[src/rtl/coin_acceptor.sv]
// Coin sensor front end: synchronize, debounce and edge-detect two coin lines, queue coins, emit spaced pulses.
// Define COIN_ACCEPTOR_TALLY_EN to add the credit_total / tally_clr running tally.
module coin_acceptor #(
    parameter int DEBOUNCE_CYCLES = 4,
    parameter int FIFO_DEPTH      = 4
) (
    input  logic                          clock,
    input  logic                          reset,
    input  logic                          nickel_raw,
    input  logic                          dime_raw,
    input  logic                          accept_en,
    output logic                          nickel_in,
    output logic                          dime_in,
    output logic                          reject_coin,
`ifdef COIN_ACCEPTOR_TALLY_EN
    input  logic                          tally_clr,
    output logic [7:0]                    credit_total,
`endif
    output logic [$clog2(FIFO_DEPTH):0]   fifo_count
);

    localparam int PW = $clog2(FIFO_DEPTH);
    localparam int CW = PW + 1;
    localparam logic [7:0] DEB_LAST = 8'(DEBOUNCE_CYCLES - 1);

    typedef enum logic [1:0] {IDLE, PULSE, GAP} state_t;

    // Channel index 0 is the nickel sensor, index 1 the dime sensor.
    logic [1:0]       raw_vec;
    logic [1:0]       sync1_q, sync1_d, sync2_q, sync2_d;
    logic [1:0]       deb_q, deb_d, deb_dly_q, deb_dly_d, evt_q, evt_d;
    logic [1:0][7:0]  cnt_q, cnt_d;

    logic [FIFO_DEPTH-1:0] mem_q, mem_d;
    logic [PW-1:0]         wr_ptr_q, wr_ptr_d, rd_ptr_q, rd_ptr_d;
    logic [CW-1:0]         count_q, count_d;
    logic                  reject_q, reject_d;

    logic   one_evt, jam, full, empty, push, pop, head;
    state_t state_q;
    logic   nickel_q, dime_q;

    assign raw_vec = {dime_raw, nickel_raw};

    always_comb begin
        sync1_d   = raw_vec;
        sync2_d   = sync1_q;
        deb_d     = deb_q;
        cnt_d     = cnt_q;
        deb_dly_d = deb_q;
        evt_d     = deb_q & ~deb_dly_q;
        for (int ch = 0; ch < 2; ch++) begin
            if (sync2_q[ch] == deb_q[ch]) begin
                cnt_d[ch] = '0;
            end else if (cnt_q[ch] == DEB_LAST) begin
                deb_d[ch] = ~deb_q[ch];
                cnt_d[ch] = '0;
            end else begin
                cnt_d[ch] = cnt_q[ch] + 8'd1;
            end
        end
    end

    // A coin that cannot be pushed, or a simultaneous pair, goes to the return chute.
    assign one_evt = evt_q[0] ^ evt_q[1];
    assign jam     = evt_q[0] & evt_q[1];
    assign full    = (count_q == CW'(FIFO_DEPTH));
    assign empty   = (count_q == '0);
    assign push    = one_evt & accept_en & ~full;
    assign pop     = (state_q == IDLE) & ~empty & accept_en;
    assign head    = mem_q[rd_ptr_q];

    always_comb begin
        mem_d = mem_q;
        if (push) begin
            mem_d[wr_ptr_q] = evt_q[1];
        end
        wr_ptr_d = wr_ptr_q + PW'(push);
        rd_ptr_d = rd_ptr_q + PW'(pop);
        count_d  = count_q + CW'(push) - CW'(pop);
        reject_d = jam | (one_evt & ~push);
    end

    always_ff @(posedge clock or negedge reset) begin
        if (!reset) begin
            sync1_q   <= '0;
            sync2_q   <= '0;
            cnt_q     <= '0;
            deb_q     <= 2'b11;
            deb_dly_q <= 2'b11;
            evt_q     <= '0;
            mem_q     <= '0;
            wr_ptr_q  <= '0;
            rd_ptr_q  <= '0;
            count_q   <= '0;
            reject_q  <= 1'b0;
        end else begin
            sync1_q   <= sync1_d;
            sync2_q   <= sync2_d;
            cnt_q     <= cnt_d;
            deb_q     <= deb_d;
            deb_dly_q <= deb_dly_d;
            evt_q     <= evt_d;
            mem_q     <= mem_d;
            wr_ptr_q  <= wr_ptr_d;
            rd_ptr_q  <= rd_ptr_d;
            count_q   <= count_d;
            reject_q  <= reject_d;
        end
    end

    // Each popped coin becomes one high cycle followed by a forced low cycle.
    always_ff @(posedge clock or negedge reset) begin
        if (!reset) begin
            state_q  <= IDLE;
            nickel_q <= 1'b0;
            dime_q   <= 1'b0;
        end else begin
            case (state_q)
                IDLE: begin
                    if (pop) begin
                        state_q  <= PULSE;
                        nickel_q <= ~head;
                        dime_q   <= head;
                    end
                end
                PULSE: begin
                    state_q  <= GAP;
                    nickel_q <= 1'b0;
                    dime_q   <= 1'b0;
                end
                GAP: begin
                    state_q <= IDLE;
                end
                default: begin
                    state_q  <= IDLE;
                    nickel_q <= 1'b0;
                    dime_q   <= 1'b0;
                end
            endcase
        end
    end

`ifdef COIN_ACCEPTOR_TALLY_EN
    logic [7:0] credit_q, credit_d;
    logic [8:0] credit_sum;

    always_comb begin
        credit_sum = {1'b0, credit_q} + (nickel_q ? 9'd5 : (dime_q ? 9'd10 : 9'd0));
        credit_d   = credit_sum[8] ? 8'hFF : credit_sum[7:0];
        if (tally_clr) begin
            credit_d = 8'd0;
        end
    end

    always_ff @(posedge clock or negedge reset) begin
        if (!reset) begin
            credit_q <= 8'd0;
        end else begin
            credit_q <= credit_d;
        end
    end

    assign credit_total = credit_q;
`endif

    assign nickel_in   = nickel_q;
    assign dime_in     = dime_q;
    assign reject_coin = reject_q;
    assign fifo_count  = count_q;

endmodule

[config.mk]
export PLATFORM = sky130hd
export DESIGN_NAME = coin_acceptor
export DESIGN_NICKNAME = d
export VERILOG_FILES = /design/src/rtl/coin_acceptor.sv
export SDC_FILE = /design/constraint.sdc
export NUM_CORES = 1
export LEC_CHECK = 0
export BUFFER_PORTS_ARGS = -buffer_cell sky130_fd_sc_hd__clkbuf_2
export CAP_MARGIN = 30
export CELL_PAD_IN_SITES_DETAIL_PLACEMENT = 0
export CELL_PAD_IN_SITES_GLOBAL_PLACEMENT = 1
export CORE_MARGIN = 10
export CORE_UTILIZATION = 51
export CTS_BUF_LIST = sky130_fd_sc_hd__clkbuf_2
export DETAILED_ROUTE_END_ITERATION = 6
export PLACE_DENSITY_LB_ADDON = 0.1
export REMOVE_ABC_BUFFERS = 1
export SETUP_SLACK_MARGIN = 0.4
export SYNTH_ARGS = -nofsm -noshare
export SYNTH_HDL_FRONTEND = slang
export SYNTH_SLANG_ARGS = --single-unit
[constraint.sdc]
create_clock -name clock -period 2.66 [get_ports clock]
set_clock_uncertainty 0.15 [all_clocks]
set_input_delay 0.399 -clock clock [delete_from_list [all_inputs] [get_ports clock]]
set_output_delay 0.399 -clock clock [all_outputs]
set_load 0.005 [all_outputs]
==> results.ini <==
[timing]
fin_crit_ns=2.172
holdWs_ns=0.2282
tightest_slew_ns=0.5136
setup_viol_count_final=0
max_freq_ghz=0.4605
max_slew_margin_pct=65.76
slew_violations=0
finalCritPeriodShare_pct=81.64
hold_violations=0
rsz0062_at_grt=false
setup-tns-final_ns=0

[floorplanning]
core_area_um2=3363
dieHeight_um=79.36
chipWidth_um=79.36
pin_count=11
dieArea_um2=6297
start_util_pct=53.42
fp-row-count=21

[worst_hold_path]
hp-class=flop to flop
worstHoldStart=sync1_q[0]$_DFF_PN0_

[cells_and_area]
multi_input_area_um2=749.5
nFillCells=298
layout.nets=186
largest_register_ffs=16
largest-register=cnt_q
layout-drive-gt1-share_pct=23.30
final_common_cell=dfrtp_1
seq_area_um2=1057
area_growth_pct=15.18
layout_common_cells=dfrtp_1 (37), clkbuf_2 (16), nor2_1 (10), xor2_1 (9), buf_4 (9)
antenna_cells=0

[clock_network]
clock_latency_ns=0.39
cts.sinks=42
cts_max_level=2
numCtsBuffers=5
tritoncts=yes
clock-root-buffer=clkbuf_2
ctsLongestPathBuffers=2
cts.clk_slew.worst_paths_ns=0.21

[detailed_routing]
drt_wl_total_mm=3.117
route.antenna.remaining_nets=0
wl_per_cell_um=14.04
num_vias=1171
via_per_inst=5.275
drt_pass1_iterations=4
drc=0
drt_iter0_markers=53

[global_routing]
grt_usage_pct=11.15
grt_max_degree=23
grt_pass1_wl_mm=5.561
grt_antenna_before_repair=0
grt_pass1_vias=1195
gr-total-overflow=0

[power_and_ir_drop]
leakage_uw=0.0009597
switching_share_pct=35.46
power_frac_seq_pct=49.7
p_int_uw=1322
peakVddDrop_uv=413.1
power.share.clock_pct=12.7
p_sw_uw=726.7
power_frac_comb_pct=37.6
p_per_area_nw_per_um2=990.1

[synthesis]
synth-xor-area-share_pct=6.825
synth_top_family_by_area=simple AND/OR/NAND/NOR gates
synth_fa_ha_area_share_pct=4.596
synth.distinct_cells=32
yosysWarnings=0
synth_compound_area_share_pct=5.710
synth_area_per_cell_um2=12.22
ys_seq_elements=42
synthMuxAreaShare_pct=6.198
synthSimpleGateAreaFrac_pct=16.57
netlist_area_um2=1797
yosysSeqAreaShare_pct=58.77
synthesis.instances=147

[critical_path]
crit_start=evt_q[1]$_DFF_PN0_
crit_type=flop to flop
worstPathArrival_ns=2.33
rr_startpoint=evt_q[1]$_DFF_PN0_
cp_max_fo=7
start_kind=flop
cp-end-kind=flop
reg2reg_slack_ns=0.49
worst_ep_required_time_ns=2.82

[placement]
gp_congestion=0.7713
dpl.hpwl_mm=2.232
io_buffers=10

[flow_run]
max-cap-violations=0

[run_status]
status=completed

[power groups by stage]
stage / registers, uW / clock network [uW] / logic (uW)
2_1_floorplan: 1000 / 0 / 441
3_3_place_gp: 1020 / 0 / 596
3_5_place_dp: 1040 / 0 / 630
4_1_cts: 1020 / 272 / 692
5_1_grt: 1050 / 303 / 878
6_report: 1020 / 260 / 770
[cell usage after synthesis]
master / number / area [um^2]
o21ai_1: 2 / 10.01
inv_1: 5 / 18.77
nand2_1: 6 / 22.52
dfrtp_1: 38 / 950.9
nor3_1: 3 / 15.01
or3_1: 6 / 37.54
nor2b_1: 4 / 25.02
o21bai_1: 1 / 7.510
and4b_1: 1 / 10.01
nor4_1: 1 / 6.260
fa_1: 1 / 20.02
nand4_1: 2 / 12.51
nor3_2: 1 / 10.01
o31ai_2: 1 / 12.51
nand2b_1: 3 / 18.77
mux4_2: 1 / 22.52
ha_1: 5 / 62.56
and3b_1: 1 / 8.760
o21ai_0: 6 / 30.03
buf_2: 1 / 5.000
nand3_1: 8 / 40.04
a21o_1: 1 / 7.510
xor2_1: 9 / 78.83
mux2_1: 7 / 78.83
dfstp_2: 4 / 105.1
or4_4: 1 / 11.26
nor3b_2: 1 / 12.51
mux2i_1: 1 / 10.01
xnor2_1: 5 / 43.79
a21oi_1: 7 / 35.03
nor4b_1: 3 / 26.28
nor2_1: 11 / 41.29
[metrics by stage]
stage | power [uW] | worst slack (ns) | std cells | util [%] | instance area (um^2)
after floorplan | 1444 | 0.4836 | 146 | - | 1792
after global placement | 1621 | 0.4270 | 204 | 56.92 | 1914
after detailed placement | 1666 | 0.3051 | 204 | 56.92 | 1914
after CTS | 1984 | 0.4167 | 218 | 60.01 | 2018
after global routing | 2230 | 0.4173 | 222 | 61.53 | 2069
final | 2049 | 0.4883 | 222 | 61.53 | 2069
[cells by family after synthesis]
kind of cell | after synthesis
and+or+nand+nor | 52
DFF | 42
AOI/OAI and AO/OA | 18
xor gates and xnor gates | 14
muxes | 9
buffers and inverters | 6
adders and majority gates | 6
[worst paths after layout]
| kind | to | cells after the start |
|---|---|---|
| max in group asynchronous | deb_dly_d[1]$_DFFE_PN1P_ | 3 |
| max reg2reg | fifo_count[2]$_DFF_PN0_ | 8 |
| min reg2reg | sync2_q[0]$_DFF_PN0_ | 0 |
| min in group asynchronous | cnt_q[4]$_DFF_PN0_ | 2 |
| max | fifo_count[2]$_DFF_PN0_ | 8 |
| min | sync2_q[0]$_DFF_PN0_ | 0 |
[area by class of cell]
cell class | count | area share (%)
Sequential cell | 42 | 51.09
Multi-Input combinational cell | 99 | 36.22
Timing Repair Buffer | 22 | 7.134
Tap cell | 46 | 2.781
Clock buffer | 6 | 1.451
Inverter | 5 | 0.9069
Clock inverter | 2 | 0.4232
[what timing repair did]
item,4_1_cts,5_1_grt
hold buffers,3,0
setup endpoints to repair,1,1
endpoints found under the hold margin,21,0
setup buffers,3,4
gates resized for setup,4,5
[routing by layer]
layer	up-vias	global-route usage (%)	part of all wire (%)
li1	569	-	-
met1	576	13.00	44
met2	21	18.19	49
met3	5	4.505	5.2
met4	0	3.763	1.4
met5	-	0	0
[worst max-delay path: stages (launching register included)]
cell and delay, ns:
dfrtp_1 0.44, ha_1 0.33, nand2_4 0.12, nor2_4 0.05, xor2_1 0.16, ha_1 0.20
fa_2 0.36, xnor2_2 0.14, xnor2_1 0.12
(Power assumes the default switching activity.)
